## config.mk

```make
export PLATFORM = sky130hd
export DESIGN_NAME = serial_sub
export DESIGN_NICKNAME = d
export VERILOG_FILES = /design/src/rtl/serial_sub.sv
export SDC_FILE = /design/constraint.sdc
export NUM_CORES = 1
export LEC_CHECK = 0
export CAP_MARGIN = 30
export CELL_PAD_IN_SITES_DETAIL_PLACEMENT = 1
export CELL_PAD_IN_SITES_GLOBAL_PLACEMENT = 1
export CORE_MARGIN = 2
export CORE_UTILIZATION = 35
export DETAILED_ROUTE_END_ITERATION = 7
export PLACE_DENSITY_LB_ADDON = 0.2
export SYNTH_ARGS = -nofsm -noshare
export SYNTH_HDL_FRONTEND = slang
export SYNTH_SLANG_ARGS = --single-unit
```

## constraint.sdc

```tcl
create_clock -name clk -period 1.6 [get_ports clk]
set_clock_uncertainty 0.15 [all_clocks]
set_input_delay 0.16 -clock clk [delete_from_list [all_inputs] [get_ports clk]]
set_output_delay 0.16 -clock clk [all_outputs]
set_load 0.01 [all_outputs]
```

## src/rtl/serial_sub.sv

```systemverilog
// -----------------------------------------------------------------------------
// serial_sub
//   Bit-serial subtractor. Computes d = x - y - b0 (mod 2^WIDTH) one bit per
//   clock, LSB first. It uses a single full-subtractor cell and a borrow
//   flip-flop. A start/ready/done handshake lets a controller issue operands
//   and collect the difference and the final borrow.
//
// Parameters
//   WIDTH  operand and result width in bits (>= 1)
//
// Ports
//   clk    in   rising-edge clock
//   rst    in   asynchronous, active-high reset
//   start  in   request, sampled only while ready = 1
//   x      in   minuend, captured on an accepted start
//   y      in   subtrahend, captured on an accepted start
//   b0     in   borrow-in, captured on an accepted start
//   ready  out  high only in IDLE; a start presented now is accepted
//   done   out  one-cycle pulse, d/b_out hold the new result
//   d      out  registered difference, held until the next result
//   b_out  out  registered final borrow, held together with d
// -----------------------------------------------------------------------------
module serial_sub #(
  parameter int WIDTH = 3
) (
  input  logic             clk,
  input  logic             rst,
  input  logic             start,
  input  logic [WIDTH-1:0] x,
  input  logic [WIDTH-1:0] y,
  input  logic             b0,
  output logic             ready,
  output logic             done,
  output logic [WIDTH-1:0] d,
  output logic             b_out
);

  localparam int            CW       = $clog2(WIDTH) + 1;
  localparam logic [CW-1:0] LAST_BIT = CW'(WIDTH - 1);

  typedef enum logic [1:0] {
    ST_IDLE = 2'd0,
    ST_RUN  = 2'd1,
    ST_DONE = 2'd2
  } state_t;

  state_t           state;
  logic [WIDTH-1:0] x_sh;     // captured minuend; the bit in flight is at the LSB
  logic [WIDTH-1:0] y_sh;     // captured subtrahend; the bit in flight is at the LSB
  logic [WIDTH-1:0] r_sh;     // partial result; new bits enter from the MSB side
  logic             borrow;   // borrow flip-flop
  logic [CW-1:0]    cnt;      // index of the bit processed on the next edge

  logic             diff_bit;
  logic             borrow_next;
  logic [WIDTH-1:0] r_next;

  // Full-subtractor cell and the next value of the result shift register.
  // NOTE: every signal assigned in always_comb gets a value on every path;
  // otherwise synthesis infers a latch.
  always_comb begin
    diff_bit    = x_sh[0] ^ y_sh[0] ^ borrow;
    borrow_next = (~x_sh[0] & y_sh[0]) | (~(x_sh[0] ^ y_sh[0]) & borrow);
    r_next             = r_sh >> 1;
    r_next[WIDTH-1]    = diff_bit;
  end

  // NOTE: sequential state uses non-blocking assignments only. All updates in
  // this block then see pre-edge values, which is what a register does.
  always_ff @(posedge clk or posedge rst) begin
    if (rst) begin
      state  <= ST_IDLE;
      x_sh   <= '0;
      y_sh   <= '0;
      r_sh   <= '0;
      borrow <= 1'b0;
      cnt    <= '0;
      d      <= '0;
      b_out  <= 1'b0;
    end else begin
      case (state)
        ST_IDLE: begin
          if (start) begin
            x_sh   <= x;
            y_sh   <= y;
            borrow <= b0;
            cnt    <= '0;
            state  <= ST_RUN;
          end
        end
        ST_RUN: begin
          x_sh   <= x_sh >> 1;
          y_sh   <= y_sh >> 1;
          r_sh   <= r_next;
          borrow <= borrow_next;
          cnt    <= cnt + 1'b1;
          // After WIDTH shifts, r_next holds the whole difference with bit 0 at the LSB.
          if (cnt == LAST_BIT) begin
            d     <= r_next;
            b_out <= borrow_next;
            state <= ST_DONE;
          end
        end
        ST_DONE: state <= ST_IDLE;
        default: state <= ST_IDLE;
      endcase
    end
  end

  // Decoded from registered state only, so there is no path from start.
  assign ready = (state == ST_IDLE);
  assign done  = (state == ST_DONE);

endmodule

```

==> results.txt <==
- FF-to-FF setup slack: -10 ps
* Fmax achieved: 0.619 GHz
* PortBufs: 15
- The clock passes through at most 2 buffers.
* Root buf cell: sky130_fd_sc_hd__clkbuf_4
- Among all flip-flop cells after synthesis, the most frequent one is sky130_fd_sc_hd__dfrtp_1.
- Synthesized netlist net count: 89
- Area growth syn-to-layout: 36.0%
- Summed over its instances, the top area cell type makes up 53.7% of the synthesized netlist area.
* Design Area, Final: 1140 µm²
- Proportion of power drawn by the clock network: 12.7%
- Kind of launch point of the worst setup path: flop
* Comb power frac: 50.0%
* Cts bufs inserted: 3
- The flow ran to the end, but the final reports show violations.
* Synth area leader: sky130_fd_sc_hd__dfrtp_1
- Syn. warnings: 0
* Area enclosed by the die boundary: 2800 µm²
* Async set-or-reset flop fraction in the synthesized netlist: 100%
- Peak supply drop: 0.997 mV
- Cell Count Post-Placement: 122
* Post-synth EDFFs: 0
- The worst path in the final design needs a cycle of 1610 ps, including I/O delays and setup.
- Switch share: 36.1%
- Drt via density: 5.02
- Post-synthesis instance total: 76
* Placed inst area: 1050 µm²
- The detailed router finished its first iteration with 4 violations.
- Ant. Diodes: 0
- The checks that failed: setup timing.
- Aggregate routed wire length: 1940 µm
- Worst slew slack as a fraction of its limit: 79.2%
- The via count of the first global-routing pass came to 713.
* Category of the most critical setup path: reg -> reg
* Worst reg-to-reg path cell count: 5
- TritonCTS built the clock tree.
- The floorplan has 17 rows.
- Total routing usage reported by global routing: 16.6%
- For this design the static power due to leakage is 0.519 nW.
- Pin placement for this block handled 16 I/O pins.
* Data required time at the worst endpoint: 1640 ps
- Synthesis inferred 18 register bits.
- In the post-route analysis, the smallest setup slack over all paths is -14.8 ps.
- Number of optimization iterations in the first detailed-route pass: 4
* Clock H-tree levels: 1
* Endpoint of the lowest-slack register-to-register path: d[1]
- Element type at the critical path end: flop
* Sequential fraction of the synthesis area: 53.7%
- Starting Density: 37.5%
* Worst-path fanout max: 5
- Clock sink count: 18
- Library cells used by synthesis: 19
- Transition time of the tightest slew-check pin: 311 ps
* Share of the clock period used by the worst path after layout: 101%
- The first global-routing pass estimated 3240 µm of wire.
* Die Ht: 52.9 µm
- CTS Hold Buffers Added: 0
* Clock latency reported for the late side of the worst-skew pair: 300 ps
- WP data arrival: 1650 ps
* Die X-Extent: 52.9 µm
- Floorplan core area: 2230 µm²
- Setup repair after global routing missed its margin: true
- Max cap viols: 0
- Cell-internal power: 1.44 mW
- Global routing finished with a remaining overflow of 0.
* Per-cell routed wire length: 14.7 µm
- The final number of hold-violating endpoints was 0.
- Measured on the finished design, the core utilization comes to 51.0%.
- Synth Area per Inst: 11.0 µm²
- The count of cells in the finished layout, fillers not included, comes to 132.
- Largest cells by area after synthesis: sky130_fd_sc_hd__dfrtp_1 (54%), sky130_fd_sc_hd__o22ai_1 (7.5%), sky130_fd_sc_hd__mux2_2 (6.7%)
* Number of antenna violations at the first check in global routing: 0
- Net total in the final layout: 118
- Setup violations remaining at the end of the flow were counted as 3.
- Worst hold path type: in -> async
- Registers are responsible for 37.2% of the overall power.
- Reg-to-reg critical path startpoint: state[1]
- Routability-driven placement finished with a final weighted congestion of 0.726.
* Total DRC errors in the routed layout: 0
- Clock-pin slew on the worst setup and hold paths: 110 ps
* Via count of the routed design: 663
* Pins over their slew limit: 0
* Switch Pwr: 0.816 mW
- Routed Antenna Nets: 0
* Share of layout cells above drive strength 1: 26.0%
- Post-detailed-placement half-perimeter wirelength: 1370 µm
- Maximum number of pins on one net before global-route repair: 19
- Mapped cell area: 838 µm²
- Power density cells: 1980 nW/µm²
-- repair_timing --
action / 4_1_cts / 5_1_grt
resized for setup: 4 / 9
setup endpoints to repair: 2 / 4
pin swaps: 0 / 1
buffers inserted: 2 / 4
-- cell usage in the layout, fill, tap and decap left out --
cell type,Yosys,layout
sky130_fd_sc_hd__dfrtp_1,18,16
sky130_fd_sc_hd__clkdlybuf4s50_1,0,13
sky130_fd_sc_hd__o22ai_1,10,10
sky130_fd_sc_hd__buf_4,0,10
sky130_fd_sc_hd__o21ai_0,9,9
sky130_fd_sc_hd__inv_1,9,9
sky130_fd_sc_hd__a21oi_1,5,5
sky130_fd_sc_hd__nand2_1,4,4
sky130_fd_sc_hd__mux2_4,0,3
sky130_fd_sc_hd__nor2_1,3,3
sky130_fd_sc_hd__clkbuf_4,0,3
sky130_fd_sc_hd__mux2_2,5,2
sky130_fd_sc_hd__ha_1,2,2
sky130_fd_sc_hd__clkbuf_2,0,2
sky130_fd_sc_hd__buf_6,1,2
sky130_fd_sc_hd__dfrtp_2,0,2
sky130_fd_sc_hd__nand2b_4,1,1
sky130_fd_sc_hd__nor3b_4,1,1
sky130_fd_sc_hd__a311oi_1,1,1
sky130_fd_sc_hd__nand2b_1,1,1
sky130_fd_sc_hd__o221ai_1,1,1
sky130_fd_sc_hd__nor2b_1,1,1
sky130_fd_sc_hd__mux2i_1,1,1
sky130_fd_sc_hd__fa_1,1,1
sky130_fd_sc_hd__clkbuf_8,0,1
-- sequential cells by signal, summed over array words and instances (netlist names) --
| name | cells |
|---|---|
| r_sh | 2 |
| borrow | 1 |
| state | 2 |
| cnt | 3 |
| x_sh | 3 |
| y_sh | 3 |
| d | 3 |
| b_out | 1 |
-- power groups by stage --
stage          Combinational, mW  Sequential, mW  Clock (mW)
2_1_floorplan              0.656           0.823           0
3_3_place_gp               0.959           0.859           0
3_5_place_dp               0.989           0.873           0
4_1_cts                     1.04           0.838       0.303
5_1_grt                     1.27           0.873       0.318
6_report                    1.13           0.842       0.287
-- through the flow --
step                      TNS (ps)  hold WS, ps  total power, mW  setup slack [ps]
final                        -43.6         23.8             2.26             -14.8
after global routing          -169         41.2             2.46             -58.9
after CTS                     -177         20.3             2.18             -60.3
after detailed placement         0          351             1.86              30.7
after global placement           0          340             1.82              66.3
after floorplan                  0        -51.4             1.48               126
-- synthesized netlist by cell type, types with 2 or more instances --
master and instances:
sky130_fd_sc_hd__a21oi_1 5, sky130_fd_sc_hd__buf_2 2, sky130_fd_sc_hd__dfrtp_1 18, sky130_fd_sc_hd__ha_1 2, sky130_fd_sc_hd__inv_1 9, sky130_fd_sc_hd__mux2_2 5
sky130_fd_sc_hd__nand2_1 4, sky130_fd_sc_hd__nor2_1 3, sky130_fd_sc_hd__o21ai_0 9, sky130_fd_sc_hd__o22ai_1 10
-- layer usage --
layer / GRT usage (%) / vias to the layer above / wire length (µm)
met4: 8.97 / 0 / 27
met2: 27.3 / 10 / 962
li1: - / 323 / -
met1: 20.2 / 328 / 888
met5: 0 / - / 0
met3: 3.39 / 2 / 59
-- layout make-up --
| class | count | area, µm² |
|---|---|---|
| Clock buffer | 4 | 36.3 |
| Fill cell | 254 | 1090 |
| Inverter | 9 | 33.8 |
| Multi-Input combinational cell | 46 | 344 |
| Sequential cell | 18 | 453 |
| Tap cell | 28 | 35.0 |
| Timing Repair Buffer | 27 | 238 |
-- worst max-delay path, stage by stage, from the launching register on --
cell                       delay [ps]
sky130_fd_sc_hd__dfrtp_2          450
sky130_fd_sc_hd__buf_6            130
sky130_fd_sc_hd__nand2b_4         140
sky130_fd_sc_hd__nor3b_4          200
sky130_fd_sc_hd__buf_6            150
sky130_fd_sc_hd__mux2_4           290
-- logic make-up (layout without fill, tap and decap cells) --
group,Yosys count,after routing,synth area share (%)
AO/OA/AOI/OAI,26,26,17.9
adder cells (fa/ha/maj),3,3,5.37
buffers and inverters,12,40,6.57
flip-flops,18,18,53.7
multiplexers,6,6,7.91
AND/OR/NAND/NOR,11,11,8.51
-- worst max path at each step --
stage,start,to,slack [ps],cells past startpoint
floorplan,cnt[0],d[0],130,4
global route,state[1],d[0],-60,5
detailed placement,cnt[0],d[0],30,4
CTS,state[1],d[0],-60,4
finish,state[1],d[1],-10,5
global placement,state[1],d[1],70,3
Power figures use the tool's default switching activity.
